===== config.mk =====
export PLATFORM = sky130hd
export DESIGN_NAME = uart_alu_ctrl
export DESIGN_NICKNAME = d
export VERILOG_FILES = /design/src/rtl/uart_alu_ctrl.sv
export SDC_FILE = /design/constraint.sdc
export NUM_CORES = 1
export LEC_CHECK = 0
export ABC_CLOCK_PERIOD_IN_PS = 3700
export BUFFER_PORTS_ARGS = -buffer_cell sky130_fd_sc_hd__buf_2
export CAP_MARGIN = 40
export CORE_ASPECT_RATIO = 0.6
export CORE_MARGIN = 4
export CORE_UTILIZATION = 30
export DETAILED_ROUTE_END_ITERATION = 10
export PLACE_DENSITY = 0.54
export SKIP_LAST_GASP = 1
export SYNTH_ARGS = -nofsm -noshare
export SYNTH_HDL_FRONTEND = slang
export SYNTH_SLANG_ARGS = --single-unit

===== constraint.sdc =====
create_clock -name clk -period 3.7 [get_ports clk]
set_input_delay 0.185 -clock clk [delete_from_list [all_inputs] [get_ports clk]]
set_output_delay 0.185 -clock clk [all_outputs]
set_load 0.01 [all_outputs]

===== src/rtl/uart_alu_ctrl.sv =====
// uart_alu_ctrl: byte-stream packet controller between uart_rx/uart_tx AXI-Stream
// ports and an external 32-bit ALU. Parses a 4-byte header (opcode, reserved,
// LEN little-endian). Echo payloads pass straight through. ADD/MUL payload words
// are folded into an accumulator through the ALU handshake, and the 32-bit
// result is returned little-endian.
module uart_alu_ctrl (
    input  logic        clk,
    input  logic        rst,
    input  logic [7:0]  s_axis_tdata,
    input  logic        s_axis_tvalid,
    output logic        s_axis_tready,
    output logic [7:0]  m_axis_tdata,
    output logic        m_axis_tvalid,
    input  logic        m_axis_tready,
    output logic [1:0]  alu_op,
    output logic [31:0] alu_a,
    output logic [31:0] alu_b,
    output logic        alu_valid,
    input  logic        alu_ready,
    input  logic        alu_done,
    input  logic [31:0] alu_result,
    output logic        busy,
    output logic        err
);
    localparam logic [7:0] OP_ECHO = 8'hEC;
    localparam logic [7:0] OP_ADD  = 8'hAD;
    localparam logic [7:0] OP_MUL  = 8'h88;

    typedef enum logic [3:0] {
        S_HDR0     = 4'd0,
        S_HDR1     = 4'd1,
        S_HDR2     = 4'd2,
        S_HDR3     = 4'd3,
        S_DISPATCH = 4'd4,
        S_ECHO     = 4'd5,
        S_COLLECT  = 4'd6,
        S_ALU_REQ  = 4'd7,
        S_ALU_WAIT = 4'd8,
        S_SEND     = 4'd9,
        S_DRAIN    = 4'd10
    } state_t;

    state_t      state_r;
    state_t      state_nxt_s;
    logic [7:0]  opcode_r;
    logic [15:0] len_r;
    logic [15:0] rem_r;
    logic [31:0] word_r;
    logic [31:0] acc_r;
    logic [1:0]  byte_cnt_r;
    logic [1:0]  send_idx_r;
    logic        first_r;

    logic        s_fire_s;
    logic        m_fire_s;
    logic        is_echo_s;
    logic        is_alu_s;
    logic        len_short_s;
    logic        len_is4_s;
    logic [15:0] pay_s;
    logic        misalign_s;
    logic        dispatch_err_s;
    logic [31:0] word_nxt_s;

    // Select one little-endian byte of a 32-bit word.
    function automatic logic [7:0] byte_sel(input logic [31:0] w, input logic [1:0] idx);
        logic [7:0] b;
        case (idx)
            2'd0:    b = w[7:0];
            2'd1:    b = w[15:8];
            2'd2:    b = w[23:16];
            2'd3:    b = w[31:24];
            default: b = w[7:0];
        endcase
        return b;
    endfunction

    assign s_fire_s       = s_axis_tvalid & s_axis_tready;
    assign m_fire_s       = m_axis_tvalid & m_axis_tready;
    assign is_echo_s      = (opcode_r == OP_ECHO);
    assign is_alu_s       = (opcode_r == OP_ADD) | (opcode_r == OP_MUL);
    assign len_short_s    = (len_r < 16'd4);
    assign len_is4_s      = (len_r == 16'd4);
    assign pay_s          = len_r - 16'd4;
    assign misalign_s     = (pay_s[1:0] != 2'd0);
    // A short LEN is always an error; ALU packets also need whole 32-bit words.
    assign dispatch_err_s = len_short_s | (is_alu_s & misalign_s) | (~is_alu_s & ~is_echo_s);
    // Operand bytes arrive LSB first, so each new byte enters at the top.
    assign word_nxt_s     = {s_axis_tdata, word_r[31:8]};

    // State register.
    always_ff @(posedge clk or posedge rst) begin
        if (rst) begin
            state_r <= S_HDR0;
        end else begin
            state_r <= state_nxt_s;
        end
    end

    // Next-state selection.
    always_comb begin
        state_nxt_s = state_r;
        case (state_r)
            S_HDR0:     if (s_fire_s) state_nxt_s = S_HDR1;     else state_nxt_s = S_HDR0;
            S_HDR1:     if (s_fire_s) state_nxt_s = S_HDR2;     else state_nxt_s = S_HDR1;
            S_HDR2:     if (s_fire_s) state_nxt_s = S_HDR3;     else state_nxt_s = S_HDR2;
            S_HDR3:     if (s_fire_s) state_nxt_s = S_DISPATCH; else state_nxt_s = S_HDR3;
            S_DISPATCH: begin
                if (len_short_s) begin
                    state_nxt_s = S_HDR0;
                end else if (is_echo_s) begin
                    state_nxt_s = len_is4_s ? S_HDR0 : S_ECHO;
                end else if (is_alu_s) begin
                    if (misalign_s)     state_nxt_s = S_DRAIN;
                    else if (len_is4_s) state_nxt_s = S_SEND;
                    else                state_nxt_s = S_COLLECT;
                end else begin
                    state_nxt_s = len_is4_s ? S_HDR0 : S_DRAIN;
                end
            end
            S_ECHO, S_DRAIN: begin
                if (s_fire_s && rem_r == 16'd1) state_nxt_s = S_HDR0;
                else                            state_nxt_s = state_r;
            end
            S_COLLECT: begin
                if (s_fire_s && byte_cnt_r == 2'd3) begin
                    if (!first_r)            state_nxt_s = S_ALU_REQ;
                    else if (rem_r == 16'd1) state_nxt_s = S_SEND;
                    else                     state_nxt_s = S_COLLECT;
                end else begin
                    state_nxt_s = S_COLLECT;
                end
            end
            S_ALU_REQ:  if (alu_ready) state_nxt_s = S_ALU_WAIT; else state_nxt_s = S_ALU_REQ;
            S_ALU_WAIT: begin
                if (alu_done) state_nxt_s = (rem_r == 16'd0) ? S_SEND : S_COLLECT;
                else          state_nxt_s = S_ALU_WAIT;
            end
            S_SEND: begin
                if (m_fire_s && send_idx_r == 2'd3) state_nxt_s = S_HDR0;
                else                                state_nxt_s = S_SEND;
            end
            default:    state_nxt_s = S_HDR0;
        endcase
    end

    // Header fields, payload counter, operand word and accumulator.
    always_ff @(posedge clk or posedge rst) begin
        if (rst) begin
            opcode_r   <= 8'd0;
            len_r      <= 16'd0;
            rem_r      <= 16'd0;
            word_r     <= 32'd0;
            acc_r      <= 32'd0;
            byte_cnt_r <= 2'd0;
            send_idx_r <= 2'd0;
            first_r    <= 1'b0;
        end else begin
            case (state_r)
                S_HDR0: if (s_fire_s) opcode_r    <= s_axis_tdata;
                S_HDR2: if (s_fire_s) len_r[7:0]  <= s_axis_tdata;
                S_HDR3: if (s_fire_s) len_r[15:8] <= s_axis_tdata;
                S_DISPATCH: begin
                    rem_r      <= pay_s;
                    acc_r      <= 32'd0;
                    first_r    <= 1'b1;
                    byte_cnt_r <= 2'd0;
                    send_idx_r <= 2'd0;
                end
                S_ECHO, S_DRAIN: if (s_fire_s) rem_r <= rem_r - 16'd1;
                S_COLLECT: begin
                    if (s_fire_s) begin
                        rem_r      <= rem_r - 16'd1;
                        word_r     <= word_nxt_s;
                        byte_cnt_r <= byte_cnt_r + 2'd1;
                        // The first complete word seeds the accumulator directly.
                        if (byte_cnt_r == 2'd3 && first_r) begin
                            acc_r   <= word_nxt_s;
                            first_r <= 1'b0;
                        end
                    end
                end
                S_ALU_WAIT: if (alu_done) acc_r <= alu_result;
                S_SEND:     if (m_fire_s) send_idx_r <= send_idx_r + 2'd1;
                default:    ;
            endcase
        end
    end

    // Output decode from the current state (echo is a combinational pass-through).
    always_comb begin
        s_axis_tready = 1'b0;
        m_axis_tvalid = 1'b0;
        m_axis_tdata  = 8'd0;
        alu_valid     = 1'b0;
        alu_op        = 2'd0;
        alu_a         = 32'd0;
        alu_b         = 32'd0;
        busy          = 1'b1;
        err           = 1'b0;
        case (state_r)
            S_HDR0: begin
                s_axis_tready = 1'b1;
                busy          = 1'b0;
            end
            S_HDR1, S_HDR2, S_HDR3, S_COLLECT, S_DRAIN: s_axis_tready = 1'b1;
            S_DISPATCH: err = dispatch_err_s;
            S_ECHO: begin
                m_axis_tdata  = s_axis_tdata;
                m_axis_tvalid = s_axis_tvalid;
                s_axis_tready = m_axis_tready;
            end
            S_ALU_REQ: begin
                alu_valid = 1'b1;
                alu_a     = acc_r;
                alu_b     = word_r;
                alu_op    = (opcode_r == OP_MUL) ? 2'd1 : 2'd0;
            end
            S_SEND: begin
                m_axis_tvalid = 1'b1;
                m_axis_tdata  = byte_sel(acc_r, send_idx_r);
            end
            default: busy = 1'b1;
        endcase
    end
endmodule


# Word level (Yosys, flattened, before mapping)
# Index checks and enable logic that the tools add are counted.
# classes
n_addsub,4
order_cmp,1
n_eq_ne,25
muxes,44
bitwise,9
reduce_logical,24
# op_table
cell,count
2-to-1 mux 32 bit,5
one-hot mux 32 bit (3 select lines),1
2-to-1 mux 4 bit,14
one-hot mux 4 bit (10 select lines),1
one-hot mux 16 bit (2 select lines),1
one-hot mux 8 bit (4 select lines),1
"== test 8 bit, second input constant",3
"== test 16 x 1 -> 1 bit, second input constant",1
"== test 16 x 3 -> 1 bit, second input constant",1
"== test 4 x 3 -> 1 bit, second input constant",4
zero test 16 bit,1
"< comparator 16 x 3 -> 1 bit, second input constant",1
2-to-1 mux 16 bit,1
one-hot mux 8 bit (2 select lines),1
"subtractor 16 x 1 -> 16 bit, second input constant",1
"subtractor 16 x 3 -> 16 bit, second input constant",1
AND reduction 2 bit,7
"== test 4 bit, second input constant",3
"inequality test 2 bit, second input constant",5
2-to-1 mux 1 bit,9
"== test 4 x 2 -> 1 bit, second input constant",2
one-hot mux 2 bit (2 select lines),2
nonzero test 2 bit,4
"== test 2 bit, second input constant",3
19 further kinds,34
# totals
regBits,113
elab_cells,117

# Longest topological paths before layout
# Gate-level depths: netlist of run 1.
# logic_depth
depth_word,7
depth_mapped,8
mapped_depth_nobuf,7

# Least setup slack after synthesis of run 1
# OpenSTA, ideal clock, no wires.
# synth_timing
kind,reg2reg
from,reg state_r[0]
to,reg acc_r[10]
t_arrival_ns,2.002
path_slack_ns,1.573
stages_incl_launch_ff,8
period_less_slack_ns,2.127
cell_sequence,dfrtp_1 buf_6 nand2b_4 and3_4 or3_1 a221o_1 buf_6 mux2_4
# synth_via
elab_chain_cells,6
elab_cells_between_ends,18
cone_classes,eq/ne: 11; mux: 2; bitwise: 1; reduce/logical: 4
# synth_rtl
element,line_no,source
"start, declared",43,state_t state_r;
"start signal, assigned",96,state_r <= state_nxt_s;
== test 4 x 3 -> 1 bit (tied with other cells),"159, 201",
OR reduction 6 bit (no source line),n/a,
one-hot mux 1 bit (2 select lines),201,case (state_r)
bitwise AND 1 bit,78,assign s_fire_s = s_axis_tvalid & s_axis_tready;
inequality test 2 bit (no source line),n/a,
AND reduction 4 bit (no source line),n/a,
"end signal, assigned",178,acc_r <= word_nxt_s;
"end signal, assigned",183,S_ALU_WAIT: if (alu_done) acc_r <= alu_result;
"end, declared",49,logic [31:0] acc_r;
# Parallel ways exist; a longest one is shown, timed or not.
# A chain may end at the register's enable or synchronous reset.

# Final worst setup path of run 1
# layout_timing
from,reg state_r[0]
to,reg rem_r[6]
# layout_via
elab_chain_cells,6
elab_cells_between_ends,16
cone_classes,eq/ne: 8; mux: 2; bitwise: 1; reduce/logical: 5
# layout_rtl
element,line_no,source
== test 4 x 3 -> 1 bit (tied with other cells),"159, 201",
OR reduction 6 bit (no source line),n/a,
one-hot mux 1 bit (2 select lines),201,
bitwise AND 1 bit,78,
inequality test 2 x 1 -> 1 bit (no source line),n/a,
AND reduction 2 bit (no source line),n/a,
"end signal, assigned",164,rem_r <= pay_s;
"end signal, assigned",170,"S_ECHO, S_DRAIN: if (s_fire_s) rem_r <= rem_r - 16'd1;"
"end signal, assigned",173,rem_r <= rem_r - 16'd1;
"end, declared",47,logic [15:0] rem_r;
# Parallel ways exist; a longest one is shown, timed or not.

==> metrics.cfg, run 1 <==
[finish]
syn2layout_area_growth_pct=22.9
layout_common_cells=buf_2, dfrtp_1, and2_1
diodes=0
nets=788
fillers=2099
drive_above_1_share_pct=36.6
stdcell_count=1025
fin_area_um2=8170
layout_commonest_cell=buf_2

[floorplanning]
rows=41
fp.dieArea_um2=24700
floorplan.initialDensity_pct=31.1
die_h_um=123
core_um2=21400
io_pins=125
die_w_um=200

[worst_setup_path]
cp-start-kind=flip-flop
cp.arrival_ps=3080
worst-setup-path-type=reg2reg
r2r_cells=5
critPathMaxFanout=22
critPathCaptureType=flip-flop
crit_buf_inv=0
crit_family=compound AO/OA/AOI/OAI gates
required_ps=4010
r2r_start=state_r[0]
slowest_delay_ps=760
crit_slowest_cell=dfrtp_1
worstPathCellList=and4bb_2, o21ba_2, o31a_1, nor2_1, o22a_1
r2r_slack_ps=930
timing.rr.end=rem_r[6]

[clocking]
cts_tree=yes
clock_sink_count=113
cts_root_buf=clkbuf_16
clk_pin_slew_ps=60
clk_latency_ps=420
clockBufferDepth=2
cts_buffers=17
cts_resized=0
htreeDepth=4

[drt]
dr.pass1.iters=5
ant_nets=0
drc_errors=0
drt-initial-drc-count=364
routed_wl_um=21700
vias=5481
via_per_inst=5.35
wl_per_cell_um=21.1

[pwr]
power_density_nw_per_um2=799
vdd.ir_drop.worst_uv=401
p_leak_nw=3.85

[run]
max-cap-violations=0

[global_routing]
first_global_vias=5083
grt_pass1_wl_um=33300
grt_max_degree=114
antenna_found_initial=0
groute.usage.overall_pct=17.8
grt_overflow=0

[timing]
fin_tns_setup_ps=0
period_minus_slack_ps=2770
setup_viol=0
rsz0062_at_grt=no
clock_skew_ps=8.61
max_freq_ghz=0.361
post-route-period-util_pct=74.9
tightest_slew_ps=868
slew_violations=0
whs_ps=82.5
hold_viol=0
setup_ws_ps=929
slew_headroom_pct=41.6

[yosys]
synth_edf_count=0
synth_flop_cell=dfrtp_1
syn-cell-area_um2=6650
synthesis.nets=679
synth_cell_types=69
yosysWarnings=0
synthSimpleGateAreaFrac_pct=18.0
ys_ff_latch=113
synthArstFlopShare_pct=100
synth_top_family_by_area=simple AND/OR/NAND/NOR gates
synth-compound-area-share_pct=15.1
synthMuxAreaShare_pct=16.9
syn_area_per_cell_um2=10.7
synth_fa_ha_area_share_pct=1.69
seq_area_frac_synth_pct=42.5
synthCells=624
synth-xor-area-share_pct=1.71

[run_status]
outcome=completed

[place]
place_ws_ps=984
place_area_um2=7560
gp_congestion=0.827
port_buffers=123
numPlacedInstances=992
dp_hpwl_um=15700

[hold_path]
whs_endpoint=send_idx_r[1]
worst_hold_path_type=in2reg
hold_depth=3
worstHoldStart=m_axis_tready

==> cell families (layout without fill, tap and decap cells) <==
kind of cell	Yosys count	in the layout
buffers and inverters	60	182
XOR/XNOR	13	13
flip-flops	113	113
adder cells (fa/ha/maj)	9	9
other	1	1
AO/OA/AOI/OAI	138	138
multiplexers	90	90
AND/OR/NAND/NOR	200	200
==> cell usage after synthesis (4+ instances only) <==
cell type | count | share of area (%)
nor4_1 | 8 | 0.75
nand3_1 | 22 | 1.7
xor2_1 | 6 | 0.79
o21ai_0 | 26 | 2.0
a22o_1 | 44 | 5.8
mux2_4 | 30 | 6.8
nand4_1 | 8 | 0.75
inv_1 | 13 | 0.73
o31ai_1 | 4 | 0.45
buf_6 | 4 | 0.68
nor3b_1 | 4 | 0.45
nor2_1 | 14 | 0.79
clkbuf_1 | 34 | 1.9
mux2_2 | 56 | 9.5
and2_1 | 65 | 6.1
or3_1 | 5 | 0.47
a31oi_1 | 6 | 0.56
a222oi_1 | 8 | 1.2
nand2_1 | 31 | 1.7
nor3_1 | 10 | 0.75
a21oi_1 | 19 | 1.4
ha_1 | 9 | 1.7
buf_2 | 7 | 0.53
o21ai_1 | 6 | 0.45
dfrtp_1 | 113 | 43
xnor2_1 | 7 | 0.92
==> power breakdown <==
group | leakage, nW | internal [mW] | switching (mW) | total (mW)
sequential | 1.45 | 1.78 | 0.728 | 2.50
clock | 0.291 | 1.07 | 0.661 | 1.73
combinational | 2.11 | 1.15 | 1.15 | 2.30
==> state kept, by name, summed over array words and instances (netlist names) <==
register    cells
acc_r          32
byte_cnt_r      2
first_r         1
len_r          16
opcode_r        8
rem_r          16
send_idx_r      2
state_r         4
word_r         32
==> worst min-delay path, stage by stage <==
cell	delay [ps]
buf_2	140
nand3_1	80
nand2_1	50
==> worst max path at each step <==
| stage | slack (ps) | depth (start not counted) | end | start |
|---|---|---|---|---|
| after detailed placement | 980 | 5 | rem_r[6] | state_r[0] |
| after global placement | 870 | 5 | acc_r[30] | state_r[0] |
| after global routing | 760 | 5 | rem_r[12] | state_r[0] |
| after CTS | 940 | 4 | alu_b[31] | state_r[0] |
| final | 930 | 5 | rem_r[6] | state_r[0] |
| after floorplan | 530 | 1 | acc_r[0] | rst |
==> stage by stage <==
step / util (%) / total power, mW
6_report: 38.2 / 6.53
5_1_grt: 38.2 / 6.96
4_1_cts: 38.2 / 6.53
3_5_place_dp: 35.3 / 4.78
3_3_place_gp: 35.2 / 4.74
2_1_floorplan: - / 4.02
==> final cells by class <==
type	instances	area, um2	share of cell area (%)
well taps	279	349	4.27
flip-flops and latches	113	2830	34.6
clock inverters	15	180	2.20
repair buffers	137	752	9.20
inverters	13	51.3	0.628
multi-input cells	451	3590	43.9
clock buffers	17	425	5.21
==> what timing repair did <==
item | 4_1_cts | 5_1_grt
buffers inserted | 0 | 0
hold buffers | 1 | 0
endpoints found under the hold margin | 113 | 0
==> per-layer routing <==
metal  GRT usage, %  wire (um)  share of wire (%)
met1           29.8      12100                 56
met2           22.5       8240                 38
met3           3.38       1060                4.9
met4           4.34        203               0.94
met5              0          0                  0
(Power assumes the default switching activity.)
==> run 2, diff against run 1 <==
--- a/config.mk
+++ b/config.mk
@@ -5,14 +5,15 @@
 export SDC_FILE = /design/constraint.sdc
 export NUM_CORES = 1
 export LEC_CHECK = 0
-export ABC_CLOCK_PERIOD_IN_PS = 3700
+export ABC_AREA = 1
+export ABC_CLOCK_PERIOD_IN_PS = 2200
 export BUFFER_PORTS_ARGS = -buffer_cell sky130_fd_sc_hd__buf_2
 export CAP_MARGIN = 40
 export CORE_ASPECT_RATIO = 0.6
 export CORE_MARGIN = 4
 export CORE_UTILIZATION = 30
 export DETAILED_ROUTE_END_ITERATION = 10
-export PLACE_DENSITY = 0.54
+export PLACE_DENSITY = 0.56
 export SKIP_LAST_GASP = 1
 export SYNTH_ARGS = -nofsm -noshare
 export SYNTH_HDL_FRONTEND = slang
==> constraint.sdc (replaced) <==
create_clock -name clk -period 2.2 [get_ports clk]
set_input_delay 0.11 -clock clk [delete_from_list [all_inputs] [get_ports clk]]
set_output_delay 0.11 -clock clk [all_outputs]
set_load 0.01 [all_outputs]
==> run 2 against run 1 <==
  * Register-to-register slack got worse by 680 ps
  * Utilization is essentially flat
  * Worst setup slack got worse by 840 ps
  * Synthesized cell count rose by 54%
  * Die area is 3.6% higher
  * Worst hold slack got worse by 56 ps
  * Critical endpoint is now m_axis_tdata[7]
==> metrics.cfg, run 2 <==
[floorplanning]
floorplan.initialDensity_pct=30.9  ; -0.17 points
die_h_um=126  ; +1.8%
fp.dieArea_um2=25600  ; +3.6%
rows=42  ; +2.4%
core_um2=22300  ; +4.4%
die_w_um=204  ; +1.8%
io_pins=125  ; unchanged

[pwr]
clkPwrFrac_pct=28.7  ; +2.3 points
p_leak_nw=4.33  ; +12%
pwr-share-seq_pct=32.5  ; -5.8 points
switching_share_pct=42.1  ; +3.1 points
p_switching_mw=4.69  ; +84%
p_comb_share_pct=38.8  ; +3.6 points
p_int_mw=6.46  ; +62%
vdd.ir_drop.worst_uv=579  ; +44%
power_density_nw_per_um2=1310  ; +63%

[clocking]
cts_root_buf=clkbuf_16
clk_pin_slew_ps=60  ; about the same
htreeDepth=4  ; unchanged
clock_sink_count=113  ; unchanged
cts_buffers=17  ; unchanged
clockBufferDepth=2  ; unchanged
clk_latency_ps=420  ; about the same
cts_tree=yes

[timing]
slew_violations=0  ; unchanged
period_minus_slack_ps=2110
setup_viol=0  ; unchanged
fin_tns_setup_ps=0  ; unchanged
post-route-period-util_pct=96.0
hold_viol=0  ; unchanged
clock_skew_ps=7.17  ; -1.44 ps
tightest_slew_ps=558  ; -311 ps
max_freq_ghz=0.474
rsz0062_at_grt=no
slew_headroom_pct=62.7  ; +21 points

[worst_setup_path]
cp.arrival_ps=2000  ; -1080 ps
required_ps=2090  ; -1920 ps
critPathCaptureType=output port
critPathMaxFanout=8  ; -64%
cp-start-kind=flip-flop
worst-setup-path-type=reg2out

[yosys]
synthCells=962  ; +54%
syn-cell-area_um2=6910  ; +3.8%
synth.area.top_cells=dfrtp_1, nand2_1, nor2_1, o21ai_0, inv_1
ys_top_cells_by_count=nand2_1, nor2_1, inv_1, dfrtp_1, o21ai_0
syn_area_per_cell_um2=7.18  ; -33%
synthArstFlopShare_pct=100  ; unchanged
ys_ff_latch=113  ; unchanged
synth_area_leader_cell=dfrtp_1
synth_flop_cell=dfrtp_1
synth.most_common_cell=nand2_1
synth.top_cell.area_share_pct=40.9  ; -1.6 points
synth_edf_count=0  ; unchanged
yosysWarnings=0  ; unchanged
seq_area_frac_synth_pct=40.9  ; -1.6 points
synth_cell_types=39  ; -43%
synthesis.nets=1017  ; +50%

[run]
max-cap-violations=0  ; unchanged

[finish]
diodes=0  ; unchanged
layout_commonest_cell=nand2_1
fin_util_pct=38.3  ; +0.047 points
nets=1136  ; +44%
layout_common_cells=nand2_1, nor2_1, buf_2
reg_top3=acc_r (32), word_r (32)
syn2layout_area_growth_pct=23.7
drive_above_1_share_pct=22.4  ; -14 points
fillers=2388  ; +14%

[global_routing]
groute.usage.overall_pct=17.6  ; -0.20 points
grt_pass1_wl_um=35200  ; +5.5%
first_global_vias=6107  ; +20%
grt_max_degree=63  ; -45%
grt_overflow=0  ; unchanged
antenna_found_initial=0  ; unchanged

[drt]
routed_wl_um=22800  ; +5.5%
wl_per_cell_um=16.3  ; -23%
ant_nets=0  ; unchanged
drt-initial-drc-count=739  ; +100%
drc_errors=0  ; unchanged
dr.pass1.iters=6  ; +1
via_per_inst=4.79  ; -10%
vias=6711  ; +22%

[run_status]
outcome=completed

[hold_path]
worst_hold_path_type=in2reg

[place]
port_buffers=123  ; unchanged
dp_hpwl_um=17200  ; +10%
gp_congestion=0.888  ; +7.3%

[run 2: cell type report]
cell class / instances / area, um2 / share of cell area (%)
well taps: 308 / 385 / 4.51
flip-flops and latches: 113 / 2830 / 33.1
clock buffers: 18 / 439 / 5.14
inverters: 133 / 510 / 5.98
repair buffers: 138 / 776 / 9.08
clock inverters: 14 / 236 / 2.77
multi-input cells: 678 / 3370 / 39.4
[run 2: stage by stage]
stage	power [mW]	hold slack [ps]	cells	setup slack, ps	instance area (um2)
floorplan	6.54	255	962	611	6910
global placement	7.78	164	1369	370	7820
detailed placement	7.82	164	1369	337	7820
CTS	11.1	27.2	1402	28.3	8510
global route	11.9	35.4	1402	7.19	8540
finish	11.2	26.6	1402	88.7	8540
[run 2: power by group through the flow]
stage               Clock, mW  Combinational, mW  Sequential, mW
floorplan                   0               3.20            3.34
global placement            0               4.17            3.61
detailed placement          0               4.22            3.60
CTS                      3.24               4.27            3.59
global route             3.35               4.88            3.70
finish                   3.20               4.33            3.62
[run 2: what timing repair did]
| action | 4_1_cts | 5_1_grt |
|---|---|---|
| setup buffers | 0 | 0 |
| hold buffers | 1 | 0 |
| endpoints found under the setup margin | 52 | 53 |
| hold endpoints to repair | 16 | 0 |
| resized for setup | 5 | 11 |
[run 2: path summary, 6_finish.rpt]
| path | end | cells after the start | slack (ps) | from |
|---|---|---|---|---|
| worst min-delay path | send_idx_r[1] | 3 | 30 | m_axis_tready |
| min in group asynchronous | len_r[14] | 3 | 260 | rst |
| worst max-delay path | m_axis_tdata[7] | 7 | 90 | send_idx_r[1] |
| worst min register to register | word_r[5] | 2 | 480 | word_r[5] |
| max in group asynchronous | rem_r[1] | 4 | 1330 | rst |
| worst max register to register | acc_r[27] | 7 | 250 | state_r[1] |
[run 2: cell families (layout without fill, tap and decap cells)]
group,Yosys count,in the layout,synth area share [%]
adder cells (fa/ha/maj),9,9,1.63
other,1,1,0.0543
XOR/XNOR,6,6,0.761
AO/OA/AOI/OAI,190,190,16.5
AND/OR/NAND/NOR,472,472,29.4
flip-flops,113,113,40.9
buffers and inverters,171,303,10.7
[run 2: per-layer routing]
| layer | GRT usage (%) | part of all wire (%) | up-vias |
|---|---|---|---|
| li1 | - | - | 3279 |
| met1 | 30.3 | 55 | 3155 |
| met2 | 21.3 | 36 | 266 |
| met3 | 4.37 | 8.8 | 11 |
| met4 | 2.97 | 0.51 | 0 |
| met5 | 0 | 0 | - |
[run 2: worst max-delay path: stages, from the launching register on]
cell and delay [ps]:
dfrtp_1 400, inv_1 110, ha_2 240, a21oi_1 190, o221ai_1 140, o211ai_1 110, o21ai_0 200, buf_2 200
